[src/rtl/key_entry_pkg.sv]
// Shared types and constants for the key_entry block: FSM states, special key codes
// and keypad geometry.
package key_entry_pkg;

    typedef enum logic [1:0] {
        EMPTY  = 2'd0,
        ENTRY  = 2'd1,
        SUBMIT = 2'd2
    } state_t;

    localparam int KEYPAD_SIZE = 16;
    localparam int BCD_W       = 4;

    localparam logic [3:0] KEY_CLEAR = 4'd10;
    localparam logic [3:0] KEY_BACK  = 4'd11;
    localparam logic [3:0] KEY_ENTER = 4'd15;

    function automatic logic is_digit(input logic [3:0] code);
        return code <= 4'd9;
    endfunction

    // Codes 12..14 have no meaning on this keypad.
    function automatic logic is_unused(input logic [3:0] code);
        return (code >= 4'd12) && (code != KEY_ENTER);
    endfunction

endpackage

[src/rtl/key_event_encoder.sv]
// Turns debounced key levels into single-key press events; a cycle with more than one
// newly pressed key yields no event and raises multi_press instead.
module key_event_encoder
    import key_entry_pkg::*;
(
    input  logic                   clk,
    input  logic                   rst,
    input  logic [KEYPAD_SIZE-1:0] keys,
    output logic                   event_valid,
    output logic [3:0]             event_code,
    output logic                   multi_press
);

    logic [KEYPAD_SIZE-1:0] keys_q;
    logic [KEYPAD_SIZE-1:0] rise;
    logic [4:0]             ones;
    logic [3:0]             code;

    // All-ones reset keeps keys held through reset release from looking like presses.
    always_ff @(posedge clk or negedge rst) begin
        if (!rst) begin
            keys_q <= '1;
        end else begin
            keys_q <= keys;
        end
    end

    assign rise = keys & ~keys_q;

    always_comb begin
        ones = '0;
        code = '0;
        for (int i = 0; i < KEYPAD_SIZE; i++) begin
            if (rise[i]) begin
                ones = ones + 5'd1;
                code = 4'(i);
            end
        end
    end

    assign event_valid = (ones == 5'd1);
    assign event_code  = code;
    assign multi_press = (ones > 5'd1);

endmodule

[src/rtl/key_entry.sv]
// Assembles key events into a multi-digit BCD guess and offers it over valid/ready.
// Optional reject pulse output enabled by defining KEY_ENTRY_REJECT_EN.
module key_entry
    import key_entry_pkg::*;
#(
    parameter int NUM_DIGITS = 2
) (
    input  logic                            clk,
    input  logic                            rst,
    input  logic [KEYPAD_SIZE-1:0]          keys,
    output logic [BCD_W*NUM_DIGITS-1:0]     guess_bcd,
    output logic [$clog2(NUM_DIGITS+1)-1:0] digit_count,
    output logic                            guess_valid,
    input  logic                            guess_ready,
`ifdef KEY_ENTRY_REJECT_EN
    output logic                            reject,
`endif
    output state_t                          state_dbg
);

    localparam int GW = BCD_W * NUM_DIGITS;
    localparam int CW = $clog2(NUM_DIGITS + 1);
    localparam logic [CW-1:0] FULL = CW'(NUM_DIGITS);

    logic          ev_valid;
    logic [3:0]    ev_code;
    logic          multi;

    state_t        state_q, state_d;
    logic [GW-1:0] guess_q, guess_d;
    logic [CW-1:0] count_q, count_d;
`ifdef KEY_ENTRY_REJECT_EN
    logic          reject_q, reject_d;
`endif

    key_event_encoder u_enc (
        .clk         (clk),
        .rst         (rst),
        .keys        (keys),
        .event_valid (ev_valid),
        .event_code  (ev_code),
        .multi_press (multi)
    );

    always_ff @(posedge clk or negedge rst) begin
        if (!rst) begin
            state_q  <= EMPTY;
            guess_q  <= '0;
            count_q  <= '0;
`ifdef KEY_ENTRY_REJECT_EN
            reject_q <= 1'b0;
`endif
        end else begin
            state_q  <= state_d;
            guess_q  <= guess_d;
            count_q  <= count_d;
`ifdef KEY_ENTRY_REJECT_EN
            reject_q <= reject_d;
`endif
        end
    end

    always_comb begin
        state_d = state_q;
        unique case (state_q)
            EMPTY: begin
                if (ev_valid && is_digit(ev_code)) state_d = ENTRY;
            end
            ENTRY: begin
                if (ev_valid) begin
                    if (ev_code == KEY_CLEAR) state_d = EMPTY;
                    else if (ev_code == KEY_BACK && count_q == CW'(1)) state_d = EMPTY;
                    else if (ev_code == KEY_ENTER) state_d = SUBMIT;
                end
            end
            SUBMIT: begin
                if (guess_ready) state_d = EMPTY;
            end
            default: state_d = EMPTY;
        endcase
    end

    always_comb begin
        guess_d  = guess_q;
        count_d  = count_q;
`ifdef KEY_ENTRY_REJECT_EN
        reject_d = multi;
`endif
        unique case (state_q)
            EMPTY: begin
                if (ev_valid) begin
                    if (is_digit(ev_code)) begin
                        guess_d = (guess_q << BCD_W) | GW'(ev_code);
                        count_d = CW'(1);
                    end
`ifdef KEY_ENTRY_REJECT_EN
                    else if (ev_code != KEY_CLEAR) reject_d = 1'b1;
`endif
                end
            end
            ENTRY: begin
                if (ev_valid) begin
                    if (is_digit(ev_code)) begin
                        if (count_q < FULL) begin
                            guess_d = (guess_q << BCD_W) | GW'(ev_code);
                            count_d = count_q + CW'(1);
                        end
`ifdef KEY_ENTRY_REJECT_EN
                        else reject_d = 1'b1;
`endif
                    end else if (ev_code == KEY_BACK) begin
                        guess_d = guess_q >> BCD_W;
                        count_d = count_q - CW'(1);
                    end else if (ev_code == KEY_CLEAR) begin
                        guess_d = '0;
                        count_d = '0;
                    end
`ifdef KEY_ENTRY_REJECT_EN
                    else if (is_unused(ev_code)) reject_d = 1'b1;
`endif
                end
            end
            SUBMIT: begin
                // Guess is frozen here; any key event is dropped, even on the accept edge.
                if (guess_ready) begin
                    guess_d = '0;
                    count_d = '0;
                end
`ifdef KEY_ENTRY_REJECT_EN
                if (ev_valid) reject_d = 1'b1;
`endif
            end
            default: begin
                guess_d = '0;
                count_d = '0;
            end
        endcase
    end

    assign guess_bcd   = guess_q;
    assign digit_count = count_q;
    assign guess_valid = (state_q == SUBMIT);
    assign state_dbg   = state_q;
`ifdef KEY_ENTRY_REJECT_EN
    assign reject      = reject_q;
`endif

endmodule

[config.mk]
export PLATFORM = sky130hd
export DESIGN_NAME = key_entry
export DESIGN_NICKNAME = d
export VERILOG_FILES = /design/src/rtl/key_entry_pkg.sv /design/src/rtl/key_event_encoder.sv /design/src/rtl/key_entry.sv
export SDC_FILE = /design/constraint.sdc
export NUM_CORES = 1
export LEC_CHECK = 0
export CAP_MARGIN = 10
export CORE_AREA = 2 2 79 88
export CTS_CLUSTER_DIAMETER = 50
export DETAILED_ROUTE_END_ITERATION = 6
export DIE_AREA = 0 0 81 90
export DONT_BUFFER_PORTS = 1
export GPL_ROUTABILITY_DRIVEN = 0
export GPL_TIMING_DRIVEN = 1
export PLACE_DENSITY = 0.77
export SLEW_MARGIN = 20
export SYNTH_ARGS = -nofsm -noshare
export SYNTH_HDL_FRONTEND = slang
export SYNTH_HIERARCHICAL = 1
export SYNTH_SLANG_ARGS = --single-unit
[constraint.sdc]
create_clock -name clk -period 14.4 [get_ports clk]
set_input_delay 0 -clock clk [delete_from_list [all_inputs] [get_ports clk]]
set_output_delay 0 -clock clk [all_outputs]
set_load 0.01 [all_outputs]
## Word level (Yosys, flattened, before mapping)

Cells that the tools add are included.

- Input bits: 19
- Register bits after elaboration: 28

- Reduce and logical (&&, ||, !) cells: 5
- Eq/ne operators: 15
- Add/sub/neg operators: 17
- Bitwise operators: 3
- Magnitude comparators: 2
- Muxes and demuxes: 55

Operators with widths:

| kind | number |
|---|---|
| $add 5x1->5 const B | 15 |
| $mux 5 | 15 |
| $mux 8 | 8 |
| $mux 4 | 8 |
| $mux 2 | 15 |
| $pmux 8 s3 | 1 |
| $and 16x16->16 | 1 |
| $not 16->16 | 1 |
| $eq 4x4->1 const B | 3 |
| $mux 3 | 4 |
| $pmux 2 s3 | 2 |
| $ne 2x2->1 const B | 4 |
| $ne 4x4->1 const B | 2 |
| $or 8x4->8 | 1 |
| $reduce_and 6->1 | 1 |
| $eq 5x1->1 const B | 1 |
| $eq 2x1->1 const B | 2 |
| $le 4x4->1 const B | 1 |
| $reduce_and 4->1 | 1 |
| $ne 3x3->1 const B | 1 |
| $add 2x1->2 const B | 1 |
| $eq 2x2->1 const B | 1 |
| $logic_and 1x1->1 | 2 |
| $logic_not 2->1 | 1 |
| other kinds (4) | 5 |

## Depth between registers and ports, before layout

- Depth in word-level cells: 37
- Depth in mapped cells: 49
- Mapped depth without buffers: 49

## Hierarchy

The synthesis kept the hierarchy.

Modules (own cells, without submodules):

| module | area each (um2) | sequential area each (um2) | times used | cells each |
|---|---|---|---|---|
| key_event_encoder | 2686.3 | 420.4 | 1 | 319 |
| key_entry | 742.0 | 300.3 | 1 | 79 |

## Worst setup path before layout

No wires, ideal clock.

- Path kind: register to register
- From: register u_enc.keys_q[1]
- To: register state_q[0] (netlist: state_dbg[0])
- Library setup time: 0.136 ns
- Required time: 14.264 ns
- Data arrival time: 8.542 ns
- Stages on the path, launching flop included: 48
- Slack: 5.723 ns
- Cell sequence: dfstp_2 > nand2b_1 > ha_1 > clkbuf_1 > xnor2_1 > ha_1 > xnor2_1 > a2bb2oi_1 > xor2_1 > o21ai_0 > ha_1 > xnor2_1 > nand2_1 > o221ai_1 > xnor2_1 > mux2i_1 > ha_1 > and2_1 > [... 12 more ...] > nor2_1 > a21oi_1 > o31ai_2 > ha_1 > nor2_1 > o21bai_1 > inv_1 > ha_1 > nor2_1 > nand2_1 > a211oi_1 > mux2i_1 > a21oi_1 > mux2i_1 > nor2_1 > nand2_1 > a2111oi_0 > nor3_1

- Word-level cells in the longest chain between the ends: 35

RTL lines:

| what | line | text |
|---|---|---|
| from (decl) | key_event_encoder.sv:14 | `logic [KEYPAD_SIZE-1:0] keys_q;` |
| from (signal assigned) | key_event_encoder.sv:24 | `keys_q <= keys;` |
| $not 16->16 (*) | key_event_encoder.sv:28 | `assign rise = keys & ~keys_q;` |
| $and 16x16->16 (*) | key_event_encoder.sv:28 |  |
| $mux 5 (*) | key_event_encoder.sv:34 | `if (rise[i]) begin` |
| $add 5x1->5 | key_event_encoder.sv:35 | `ones = ones + 5'd1;` |
| $mux 5 (*) | key_event_encoder.sv:34 |  |
| $add 5x1->5 | key_event_encoder.sv:35 |  |
| $mux 5 (*) | key_event_encoder.sv:34 |  |
| $add 5x1->5 | key_event_encoder.sv:35 |  |
| [... 20 more ...] | -- |  |
| $mux 5 (*) | key_event_encoder.sv:34 |  |
| $add 5x1->5 | key_event_encoder.sv:35 |  |
| $mux 5 (*) | key_event_encoder.sv:34 |  |
| $eq 5x1->1 (*) | key_event_encoder.sv:41 | `assign event_valid = (ones == 5'd1);` |
| via ev_valid | key_entry.sv:25 | `logic ev_valid;` |
| $logic_and 1x1->1 | key_entry.sv:67 | `if (ev_valid && is_digit(ev_code)) state_d = ENTRY;` |
| $ne 2x2->1 (no source line) | -- |  |
| $reduce_and 4->1 (no source line) (*) | -- |  |
| to (signal assigned) | key_entry.sv:54 | `state_q <= state_d;` |
| to (decl) | key_entry.sv:29 | `state_t state_q, state_d;` |

The timed path passes the listed nets; every way through them passes the cells marked *. The select of a mux whose other input is x is not followed.
A chain may end at the register's enable or synchronous reset.

## Final worst setup path

Ends and elaborated chain as after synthesis.

==> results_dict.tcl <==
set metrics [dict create \
    status "complete, no violations" \
    fillCellCount 588 \
    cts_setup_buffers 0 \
    setup-tns-final_ns 0 \
    grt_pass1_vias 2774 \
    ys_top_cells_by_count "nand2_1 (45), nor2_1 (34), xnor2_1 (27)" \
    synth-simple-area-share_pct 24.9 \
    rsz0062_at_grt "no" \
    vias_per_cell 6.03 \
    grt_pass1_wl_um 12500 \
    clkSinkCount 28 \
    synth-xor-area-share_pct 19.1 \
    worstSetupStartpointType "register" \
    die_width_um 81 \
    arrival_ns 9.97 \
    finalClockSkew_ns 0.00880 \
    antenna_found_initial 0 \
    cp_data_required_time_ns 14.56 \
    placementRows 31 \
    yosysMostFrequentCell "nand2_1" \
    seq_area_frac_synth_pct 21.0 \
    syn-cell-area_um2 3430 \
    syn_nets 431 \
    fin_util_pct 57.3 \
    synth_fa_ha_area_share_pct 5.40 \
    syn_area_per_cell_um2 8.61 \
    port_buffers 0 \
    initial_core_util_pct 53.2 \
    pin_count 32 \
    insertion_delay_ns 0.29 \
    grt_max_degree 29 \
    cp_max_fo 11 \
    synth_edf_count 0 \
    gr-total-overflow 0 \
    synth_top_family_by_area "simple AND/OR/NAND/NOR gates" \
    areaGrowthSynthToFinish_pct 7.70 \
    timing.fmax_mhz 102 \
    cts.htree.levels 1 \
    drive_gt1_share_pct 13.8 \
    die_h_um 90 \
    maxSlewHeadroom_pct 46.6 \
    antennaDiodeCount 0 \
    cts_tree "built" \
    drt_pass1_iterations 4 \
    track_usage_pct 20.9 \
    instances_no_fill 487 \
    tightest_slew_ns 0.793 \
    yosys_warnings 6 \
    synth_mux_area_share_pct 4.96 \
    synth_flop_cell "dfstp_2" \
    fin_crit_sh_pct 68.1 \
    maxSlewViolCount 0 \
    crit_type "reg2reg" \
    synth_cell_type_count 81 \
    drt-initial-drc-count 148 \
    ir_drop_v 0.000104 \
    synth_area_leaders "dfstp_2 (12%), dfrtp_1 (8.8%), xnor2_1 (6.9%), ha_1 (5.1%), nand2_1 (4.9%)" \
    synth-seq-cells 28 \
    vias 2937 \
    placedCellCount 464 \
    wl_per_cell_um 15.5 \
    async_flop_share_pct 100 \
    routed_wirelength_um 7560 \
    synth-compound-area-share_pct 19.5 \
    slowest_delay_ns 0.55 \
    cts_buffers 3 \
    total_power_uw 486 \
    cts-root-buf "clkbuf_8" \
    powerDensity_nw_per_um2 132 \
    synth_top_area_share_pct 12.3 \
    clk_pin_slew_worst_paths_ns 0.11 \
    fin_nets 439 \
    cts.path.max_buffers 2 \
    min_path_type "in2async" \
    multi_input_area_um2 2530 \
    drc 0 \
    worstSetupEndpointType "register" \
    die_area_um2 7290 \
    synth_cells 398 \
    core_um2 6440 \
    cpMostUsedCell "ha_1" \
    max-cap-violations 0 \
    yosysTopAreaCell "dfstp_2" \
    hold_ws_ns 0.161 \
    leakagePower_nw 1.47 \
    setup_violations 0 \
    regArea_um2 721 \
    dp_hpwl_um 5790 \
    slowest_stage "dfstp_2" \
    cts_resized 0 \
    postRouteAntennaNets 0 \
    finalCriticalPeriod_ns 9.80 \
    hold_violations 0 \
]
-- path summary, 6_finish.rpt --
path	cells after the start	endpoint	startpoint	slack (ns)
worst max-delay path	46	state_dbg[0]	u_enc/keys_q[1]	4.60
worst min-delay path	2	guess_bcd[3]	rst	0.16
max in group asynchronous	2	u_enc/keys_q[12]	rst	14.00
worst max register to register	46	state_dbg[0]	u_enc/keys_q[1]	4.60
min in group clk	4	guess_bcd[3]	guess_ready	0.19
worst min register to register	2	guess_bcd[6]	guess_bcd[6]	0.60
-- through the flow --
stage	worst slack (ns)	cell area, µm²
after floorplan	5.72	3430
after global placement	5.07	3420
after detailed placement	4.71	3420
after CTS	4.67	3690
after global routing	3.73	3690
final	4.60	3690
-- registers in the layout (all words and copies together) (netlist names) --
signal	count
u_enc/keys_q	16
digit_count	2
state_dbg	2
guess_bcd	8
-- placed cells by master (no fill, tap or decap), types with 13 or more instances in the layout --
cell,instances
dfstp_2,16
a21oi_1,24
xor2_1,13
nand2b_1,13
nor2_1,34
dlygate4sd3_1,18
inv_1,15
xnor2_1,27
nor2b_1,17
nand2_1,45
ha_1,14
-- critical path: cells and delay by family (launching register included) --
family	cells	cell delay, ns
multiplexers	3	0.30
AND/OR/NAND/NOR	12	1.46
buffers and inverters	2	0.15
flip-flops	1	0.55
XOR/XNOR	8	1.64
adder cells (fa/ha/maj)	8	2.64
AO/OA/AOI/OAI	13	2.92
-- logic make-up (layout without fill, tap and decap cells) --
logic type	count (synthesis)	after routing
DFF	28	28
adders and majority gates	15	15
muxes	15	15
AOI/OAI and AO/OA	90	90
buffers and inverters	33	40
and+or+nand+nor	163	163
xor gates and xnor gates	54	54
-- area by class of cell --
cell class,instances,share of cell area (%)
Clock buffer,3,1.12
Clock inverter,1,0.813
Multi-Input combinational cell,337,68.6
Tap cell,82,2.78
Timing Repair Buffer,19,5.42
Inverter,17,1.80
Sequential cell,28,19.5
-- per-layer routing --
| metal | share of wire (%) | up-vias | global-route usage (%) |
|---|---|---|---|
| met5 | 0 | - | 0 |
| met4 | 1.5 | 0 | 5.23 |
| met3 | 4.3 | 12 | 3.01 |
| met2 | 50 | 84 | 36.0 |
| met1 | 44 | 1404 | 27.2 |
| li1 | - | 1437 | - |
-- power by group --
part	leakage, nW	switching (mW)	internal (mW)	total (mW)
logic	1.11	0.167	0.131	0.299
registers	0.320	0.0249	0.0970	0.122
clock network	0.0357	0.0280	0.0373	0.0653
-- what timing repair did --
action	CTS	global route
endpoints found under the setup margin	0	0
endpoints found under the hold margin	45	0
hold buffers	19	0
No activity file was read; power rests on OpenSTA's default activity.
